--- config.mk ---
export PLATFORM = sky130hd
export DESIGN_NAME = usb_bulk_in_ep
export DESIGN_NICKNAME = d
export VERILOG_FILES = /design/src/rtl/usb_ep_pkg.sv /design/src/rtl/usb_ep_ram.sv /design/src/rtl/usb_bulk_in_ep.sv
export SDC_FILE = /design/constraint.sdc
export NUM_CORES = 1
export LEC_CHECK = 0
export CAP_MARGIN = 40
export CORE_ASPECT_RATIO = 0.9
export CORE_MARGIN = 10
export CORE_UTILIZATION = 55
export DETAILED_ROUTE_END_ITERATION = 10
export HOLD_SLACK_MARGIN = 0.05
export PLACE_DENSITY = 0.75
export SYNTH_ARGS = -nofsm -noshare
export SYNTH_HDL_FRONTEND = slang
export SYNTH_HIERARCHICAL = 1
export SYNTH_SLANG_ARGS = --single-unit
--- constraint.sdc ---
create_clock -name clk -period 3.3 [get_ports clk]
set_input_delay 0.66 -clock clk [delete_from_list [all_inputs] [get_ports clk]]
set_output_delay 0.66 -clock clk [all_outputs]
set_load 0.02 [all_outputs]
--- src/rtl/usb_ep_pkg.sv ---
// Shared types and configuration helpers for the bulk IN endpoint.
// Holds the FSM state encoding, PID toggle values and parameter legality check.
package usb_ep_pkg;

  typedef enum logic [1:0] {
    ST_IDLE    = 2'd0,
    ST_SEND    = 2'd1,
    ST_WAIT_HS = 2'd2
  } ep_state_e;

  localparam logic DATA0 = 1'b0;
  localparam logic DATA1 = 1'b1;

  localparam int unsigned MPS_LEGAL [4] = '{8, 16, 32, 64};

  // FIFO must hold two full packets so the app can refill while one is in flight.
  function automatic bit depth_ok(input int unsigned depth, input int unsigned mps);
    bit mps_ok;
    mps_ok = 1'b0;
    for (int i = 0; i < 4; i++) begin
      if (MPS_LEGAL[i] == mps) mps_ok = 1'b1;
    end
    return mps_ok && (depth != 0) && ((depth & (depth - 1)) == 0) && (depth >= 2 * mps);
  endfunction

endpackage

--- src/rtl/usb_ep_ram.sv ---
// Simple dual-port byte RAM for the endpoint FIFO.
// Read address is registered, data comes out combinationally from the held address.
module usb_ep_ram
  import usb_ep_pkg::*;
#(
  parameter int DEPTH = 32,
  parameter int AW    = $clog2(DEPTH)
) (
  input  logic          i_clk,
  input  logic          i_rst,
  input  logic          i_wr_en,
  input  logic [AW-1:0] i_wr_addr,
  input  logic [7:0]    i_wr_data,
  input  logic [AW-1:0] i_rd_addr,
  output logic [7:0]    o_rd_data
);

  logic [7:0]    r_mem [DEPTH];
  logic [AW-1:0] r_rd_addr;

  always_ff @(posedge i_clk) begin
    if (i_wr_en) r_mem[i_wr_addr] <= i_wr_data;
  end

  always_ff @(posedge i_clk or posedge i_rst) begin
    if (i_rst) r_rd_addr <= '0;
    else       r_rd_addr <= i_rd_addr;
  end

  assign o_rd_data = r_mem[r_rd_addr];

endmodule

--- src/rtl/usb_bulk_in_ep.sv ---
// Bulk IN endpoint: byte FIFO with packetiser, ZLP insertion, DATA0/1 toggle and
// checkpointed retransmission on handshake timeout.
module usb_bulk_in_ep
  import usb_ep_pkg::*;
#(
  parameter int DEPTH           = 32,
  parameter int MAX_PACKET_SIZE = 8,
  parameter bit ZLP_EN          = 1'b1
) (
  input  logic                   clk,
  input  logic                   RSTB,
  input  logic                   clear,
  input  logic [7:0]             app_data,
  input  logic                   app_valid,
  output logic                   app_ready,
  input  logic                   in_req,
  output logic                   in_nak,
  output logic [7:0]             in_data,
  output logic                   in_valid,
  input  logic                   in_ready,
  output logic                   in_last,
  output logic                   in_zlp,
  output logic                   in_toggle,
  input  logic                   in_ack,
  input  logic                   in_timeout,
  output logic [$clog2(DEPTH):0] level
);

  localparam int AW = $clog2(DEPTH);
  localparam int PW = AW + 1;
  localparam logic [PW-1:0] MPS  = PW'(MAX_PACKET_SIZE);
  localparam logic [PW-1:0] FULL = PW'(DEPTH);

  if (!depth_ok(DEPTH, MAX_PACKET_SIZE)) begin : g_bad_cfg
    $error("usb_bulk_in_ep: illegal DEPTH / MAX_PACKET_SIZE combination");
  end

  ep_state_e     r_state, w_state_nxt;
  logic [PW-1:0] r_wr_ptr, r_rd_ptr, r_ckpt_ptr;
  logic [PW-1:0] w_wr_nxt, w_rd_nxt, w_ckpt_nxt;
  logic [PW-1:0] r_pkt_len, r_cnt, w_pkt_len_nxt, w_cnt_nxt;
  logic          r_toggle, w_toggle_nxt;
  logic          r_zlp_pending, w_zlp_nxt;
  logic          r_nak, w_nak_nxt;
  logic [PW-1:0] w_avail;
  logic          w_wr_en, w_last_beat, w_is_zlp;
  logic [7:0]    w_rd_data;

  assign level     = r_wr_ptr - r_ckpt_ptr;
  assign w_avail   = r_wr_ptr - r_rd_ptr;
  assign app_ready = (level != FULL);
  assign w_wr_en   = app_valid && app_ready && !clear;
  assign in_nak    = r_nak;
  assign in_toggle = r_toggle;
  assign in_data   = w_rd_data;

  assign w_is_zlp    = (r_pkt_len == '0);
  assign w_last_beat = w_is_zlp || (r_cnt == r_pkt_len - PW'(1));

  always_comb begin
    w_state_nxt   = r_state;
    w_wr_nxt      = r_wr_ptr + PW'(w_wr_en);
    w_rd_nxt      = r_rd_ptr;
    w_ckpt_nxt    = r_ckpt_ptr;
    w_pkt_len_nxt = r_pkt_len;
    w_cnt_nxt     = r_cnt;
    w_toggle_nxt  = r_toggle;
    w_zlp_nxt     = r_zlp_pending && !w_wr_en;  // fresh data supersedes a pending ZLP
    w_nak_nxt     = 1'b0;
    in_valid      = 1'b0;
    in_last       = 1'b0;
    in_zlp        = 1'b0;

    case (r_state)
      ST_IDLE: begin
        if (in_req) begin
          if (w_avail != '0) begin
            w_pkt_len_nxt = (w_avail > MPS) ? MPS : w_avail;
            w_cnt_nxt     = '0;
            w_state_nxt   = ST_SEND;
          end else if (r_zlp_pending) begin
            w_pkt_len_nxt = '0;
            w_cnt_nxt     = '0;
            w_state_nxt   = ST_SEND;
          end else begin
            w_nak_nxt = 1'b1;
          end
        end
      end
      ST_SEND: begin
        in_valid = 1'b1;
        in_zlp   = w_is_zlp;
        in_last  = w_last_beat;
        if (in_ready) begin
          if (!w_is_zlp) begin
            w_rd_nxt  = r_rd_ptr + PW'(1);
            w_cnt_nxt = r_cnt + PW'(1);
          end
          if (w_last_beat) w_state_nxt = ST_WAIT_HS;
        end
      end
      ST_WAIT_HS: begin
        if (in_ack) begin
          w_ckpt_nxt   = r_rd_ptr;
          w_toggle_nxt = (r_toggle == DATA0) ? DATA1 : DATA0;
          w_zlp_nxt    = ZLP_EN && (r_pkt_len == MPS) && (w_avail == '0) && !w_wr_en;
          w_state_nxt  = ST_IDLE;
        end else if (in_timeout) begin
          w_rd_nxt    = r_ckpt_ptr;
          w_state_nxt = ST_IDLE;
        end
      end
      default: w_state_nxt = ST_IDLE;
    endcase

    if (clear) begin
      w_state_nxt   = ST_IDLE;
      w_wr_nxt      = '0;
      w_rd_nxt      = '0;
      w_ckpt_nxt    = '0;
      w_pkt_len_nxt = '0;
      w_cnt_nxt     = '0;
      w_toggle_nxt  = DATA0;
      w_zlp_nxt     = 1'b0;
      w_nak_nxt     = 1'b0;
    end
  end

  always_ff @(posedge clk or posedge RSTB) begin
    if (RSTB) begin
      r_state       <= ST_IDLE;
      r_wr_ptr      <= '0;
      r_rd_ptr      <= '0;
      r_ckpt_ptr    <= '0;
      r_pkt_len     <= '0;
      r_cnt         <= '0;
      r_toggle      <= DATA0;
      r_zlp_pending <= 1'b0;
      r_nak         <= 1'b0;
    end else begin
      r_state       <= w_state_nxt;
      r_wr_ptr      <= w_wr_nxt;
      r_rd_ptr      <= w_rd_nxt;
      r_ckpt_ptr    <= w_ckpt_nxt;
      r_pkt_len     <= w_pkt_len_nxt;
      r_cnt         <= w_cnt_nxt;
      r_toggle      <= w_toggle_nxt;
      r_zlp_pending <= w_zlp_nxt;
      r_nak         <= w_nak_nxt;
    end
  end

  // Feeding the next read pointer keeps in_data aligned with rd_ptr every cycle.
  usb_ep_ram #(
    .DEPTH (DEPTH),
    .AW    (AW)
  ) u_ram (
    .i_clk     (clk),
    .i_rst     (RSTB),
    .i_wr_en   (w_wr_en),
    .i_wr_addr (r_wr_ptr[AW-1:0]),
    .i_wr_data (app_data),
    .i_rd_addr (w_rd_nxt[AW-1:0]),
    .o_rd_data (w_rd_data)
  );

endmodule

==> qor.yml <==
cellLeakagePower_nw: 5.09
crit_path_start_kind: "flip-flop"
rsz0062_at_grt: "yes"
finalPower_w: 0.00835
drt-initial-drc-count: 838
cts.clk_slew.worst_paths_ns: 0.06
slew_viol_final: 0
reg2reg_depth: 12
portBuffers: 35
holdBufCountCts: 0
clockBufferDepth: 3
die_w_microns: 180
finalCritPeriodShare: 1.08
ant_nets: 0
die_h_microns: 164
worstPathRequired_ns: 2.64
wl_per_cell_microns: 25.7
worstMarginPinSlew_ns: 0.686
syn_nets: 751
setup_viol: 8
ys_seq_elements: 296
path_max_fanout: 6
cts_tree: "done"
max_freq_mhz: 281
yosysSeqAreaShare: 0.689
reg2reg_to: "u_ram/r_mem[31][6]"
numCtsBuffers: 30
core_sq_um: 22500
antenna_found_initial: 0
syn_area_sq_um: 12600
nets: 851
htreeDepth: 1
postSynthCellCount: 714
max-cap-violations: 0
yosysUniqueCellTypes: 58
diodes: 0
rows: 52
synth_edf_count: 256
worstPathCellList: "buf_12, buf_12, mux4_2, mux4_2, mux2_4, buf_6"
max_stage_delay_ns: 0.58
grt_pass1_wl_mm: 44.9
hpwl_mm: 17.9
violations: "setup timing"
r2r-start: "r_ckpt_ptr[0]"
dpl.cell_count: 1062
dp_slack_ns: -0.235
initial_core_util: 0.560
syn_to_final_growth_pct: 19.8
setup_tns_ns: -1.63
min_period_ns: 3.56
first_pass_iters: 5
drc: 0
peakVddDrop_mv: 0.463
critPathLaunch: "u_ram/r_rd_addr[0]"
synthFlopType: "edfxtp_1"
grt-ovfl-total: 0
worstSetupEndpoint: "in_data[6]"
fin_worst_skew_ns: 0.0307
p_per_area_nw_per_um2: 553
syn_area_per_cell_sq_um: 17.7
via_count: 7102
grt_pass1_vias: 7382
finalWorstSetupSlack_ns: -0.262
outcome: "finished with violations"
crit_slowest_cell: "mux4_2"
arrival_ns: 2.90
maxSlewHeadroom: 0.541
worst_setup_path_end_kind: "output port"
path_class: "reg2out"
die-area_sq_um: 29400
clk_latency_ns: 0.57
hold_viol_final: 0
ys_warn_count: 6
vias_per_cell: 6.26
track_usage: 0.195
cts_root_buffer: "clkbuf_16"
wl_mm: 29.2
hold_class: "in2async"
routabilityCongestion: 0.883
grt_max_degree: 52
async_reset_ff_frac: 0.135
drive_above_1_share: 0.309
final_cells: 1134
num_io_pins: 36
regToRegSetupSlack_ns: 0.17
clock_sinks: 296
[cell usage in the layout (no fill, tap or decap), drive strengths merged, types with 11 or more instances in the layout]
cell type / n
buf: 75
nand3: 21
dfrtp: 40
clkinv: 15
nor2: 54
ha: 19
nand2: 24
mux4: 80
xnor2: 11
a21oi: 18
inv: 28
edfxtp: 256
clkbuf: 34
clkdlybuf4s50: 21
[cell type report]
type	instances	area (sq um)
sequential	296	8690
inverter	28	105
clock inverter	22	236
tap	297	372
clock buffer	33	762
fill	1472	7400
timing repair buffer	100	1060
multi-input combinational	358	3880
[timing repair]
| item | in CTS | in global routing |
|---|---|---|
| gates cloned | 3 | 1 |
| buffers inserted | 10 | 6 |
| resized for setup | 90 | 30 |
| pin swaps | 4 | 8 |
| setup endpoints to repair | 110 | 166 |
[worst min-delay path by stage]
stage / to / slack [ns] / cells after the start
final: in_toggle / 0.36 / 2
after global routing: in_toggle / 0.35 / 2
after CTS: in_toggle / 0.33 / 2
after detailed placement: r_cnt[5] / 0.52 / 1
after global placement: r_cnt[5] / 0.51 / 1
after floorplan: u_ram/r_rd_addr[0] / 0.44 / 1
[synth_stat cells, types with 7 or more instances]
library cell	count	area (sq um)
nand2b_1	7	43.8
nand2_1	24	90.1
mux2_2	9	101
o21ai_0	10	50.1
nor3_1	9	45.0
xor2_1	9	78.8
xnor2_1	11	96.3
o31ai_1	9	67.6
mux4_2	80	1800
edfxtp_1	256	7690
ha_1	19	238
clkbuf_1	19	71.3
inv_1	28	105
dfrtp_1	40	1000
a21oi_1	18	90.1
nand3_1	21	105
nor2_1	54	203
[power by group]
part	leakage (nW)	internal [W]	total, W	switching, W
registers	2.85	0.00411	0.00414	0.0000367
logic	1.76	0.000335	0.000828	0.000492
clock network	0.478	0.00198	0.00338	0.00140
[metrics by stage]
stage	hold slack (ns)	util	area (sq um)
3_3_place_gp	0.509	0.607	13700
4_1_cts	0.332	0.665	15000
5_1_grt	0.347	0.671	15100
2_1_floorplan	0.439	-	12700
6_report	0.358	0.671	15100
3_5_place_dp	0.518	0.608	13700
[per-layer routing]
metal  GRT usage  vias to the layer above  part of all wire
li1            -                     3053                 -
met1       0.266                     3687              0.41
met2       0.325                      322              0.49
met3      0.0365                       40             0.078
met4      0.0413                        0             0.018
met5           0                        -                 0
[logic make-up (layout without fill, tap and decap cells)]
| group | Yosys count | count (layout) | share of synthesized area |
|---|---|---|---|
| flip-flops | 296 | 296 | 0.689 |
| AND/OR/NAND/NOR | 151 | 151 | 0.0601 |
| multiplexers | 92 | 92 | 0.153 |
| AO/OA/AOI/OAI | 73 | 73 | 0.0398 |
| buffers and inverters | 60 | 183 | 0.0203 |
| adder cells (fa/ha/maj) | 21 | 21 | 0.0220 |
| XOR/XNOR | 21 | 21 | 0.0152 |
[sequential cells by signal (all words and copies together), names as in the netlist]
signal,flops
r_state,2
r_wr_ptr,6
r_cnt,6
r_rd_ptr,6
u_ram/r_rd_addr,5
r_ckpt_ptr,6
in_nak,1
in_toggle,1
r_zlp_pending,1
u_ram/r_mem,256
r_pkt_len,6
[worst max-delay path: cells and delay by family, from the launching register on]
family | cells | cell delay (ns)
mux | 3 | 1.40
buf+inv | 3 | 0.44
flops | 1 | 0.49
Power figures use the tool's default switching activity.
==> RTL edit (config.mk and constraints unchanged) <==
`DEPTH` is set to 32 in 2 places; all go to 16.
--- a/src/rtl/usb_ep_ram.sv
+++ b/src/rtl/usb_ep_ram.sv
@@ -4,5 +4,5 @@
   import usb_ep_pkg::*;
 #(
-  parameter int DEPTH = 32,
+  parameter int DEPTH = 16,
   parameter int AW    = $clog2(DEPTH)
 ) (
--- a/src/rtl/usb_bulk_in_ep.sv
+++ b/src/rtl/usb_bulk_in_ep.sv
@@ -4,5 +4,5 @@
   import usb_ep_pkg::*;
 #(
-  parameter int DEPTH           = 32,
+  parameter int DEPTH           = 16,
   parameter int MAX_PACKET_SIZE = 8,
   parameter bit ZLP_EN          = 1'b1
Ports: changed (resized level); port bits go from 36 to 35. No check against the original RTL was run, so the function may have changed too.
==> RTL edit against the original RTL <==
- setup slack improved by 0.34 ns
- sequential cell count decreased by 134
- first-iteration DRC count decreased by 42%
- combinational power decreased by 15%
- non-clock buffer count decreased by 42
- area after synthesis decreased by 42%
- cell area decreased by 44%
- power decreased by 43%
- wire length decreased by 46%
- sequential share of layout area decreased by 2.5 points
- critical path type unchanged
- highest routed layer unchanged
==> RTL edit: results (changes against the original RTL) <==
highest ir drop seen on vdd=0.372 mV (-20%); Clock power frac=37.3% (-3.2 points); Internal=3.54 mW (-45%); Seq. pwr=2.26 mW (-45%); fillers=878 (-40%); Setup Fix Bufs, Post-CTS=0 (-10); status=finished clean; CTS max path bufs=2 (-1); final std cells w/o fill=707 (-38%); final instance area=8520 um2 (-44%); Inverters=24 (-14%); Nets=568 (-33%); post-synthesis cell count=472 (-34%); gp weighted congestion=0.874 (-1.0%); critical path startpoint=r_pkt_len[0]; leakage power=3.03 nW (-40%); most frequent cells after synthesis=edfxtp_1 (128), nand2_1 (37), dfrtp_1 (34); fraction of layout cells with a size suffix above 1=17.7% (-13 points); CTS Buf Count=17 (-43%); Slew headroom=44.7% (-9.3 points); Hold/Removal Path Class=reg -> reg; max reg flops=128 (-50%); asr flop ratio synth=21.0% (+7.5 points); clk_lat worst skew=0.43 ns (-0.14 ns); first-pass GRT wire length=24800 um (-45%); Reg area=4700 um2 (-46%); Worst Clk Skew=0.0108 ns (-0.0199 ns)
## RTL edit: changes by cell type in the layout (fill, tap and decap cells not counted), sizes merged, moves of 14 or more
cell and delta:
a22oi +14, buf -51, clkbuf -16, edfxtp -128
mux4 -48, nor2 -30
## RTL edit: cells by family (layout without fill, tap and decap cells)
kind of cell / after synthesis / count (layout) / synth area share, %
AO/OA/AOI/OAI: 77 / 77 / 7.42
XOR/XNOR: 17 / 17 / 2.05
adder cells (fa/ha/maj): 20 / 20 / 3.65
buffers and inverters: 41 / 112 / 2.84
flip-flops: 162 / 162 / 64.6
multiplexers: 35 / 35 / 11.0
AND/OR/NAND/NOR: 120 / 120 / 8.43
## RTL edit: worst max-delay path, delay by kind of cell (launching register included)
family | cells | cell delay, ns
AO/OA/AOI/OAI | 2 | 0.36
adder cells (fa/ha/maj) | 1 | 0.31
XOR/XNOR | 1 | 0.13
buffers and inverters | 2 | 0.39
flip-flops | 1 | 0.41
AND/OR/NAND/NOR | 1 | 0.55
## RTL edit: worst min-delay path by stage
stage,from,endpoint,slack (ns),cells past startpoint
finish,r_zlp_pending,in_nak,0.46,1
global placement,r_zlp_pending,in_nak,0.46,1
floorplan,RSTB,u_ram/r_rd_addr[0],0.43,1
detailed placement,r_zlp_pending,in_nak,0.46,1
global route,RSTB,u_ram/r_rd_addr[1],0.48,2
CTS,r_zlp_pending,in_nak,0.46,1
## RTL edit: layer usage
| metal | GRT usage (%) | wire length, um | up-vias |
|---|---|---|---|
| met5 | 0 | 0 | - |
| met4 | 6.98 | 219 | 0 |
| met3 | 4.86 | 1170 | 17 |
| met2 | 27.3 | 7740 | 185 |
| met1 | 23.9 | 6740 | 2221 |
| li1 | - | - | 1942 |
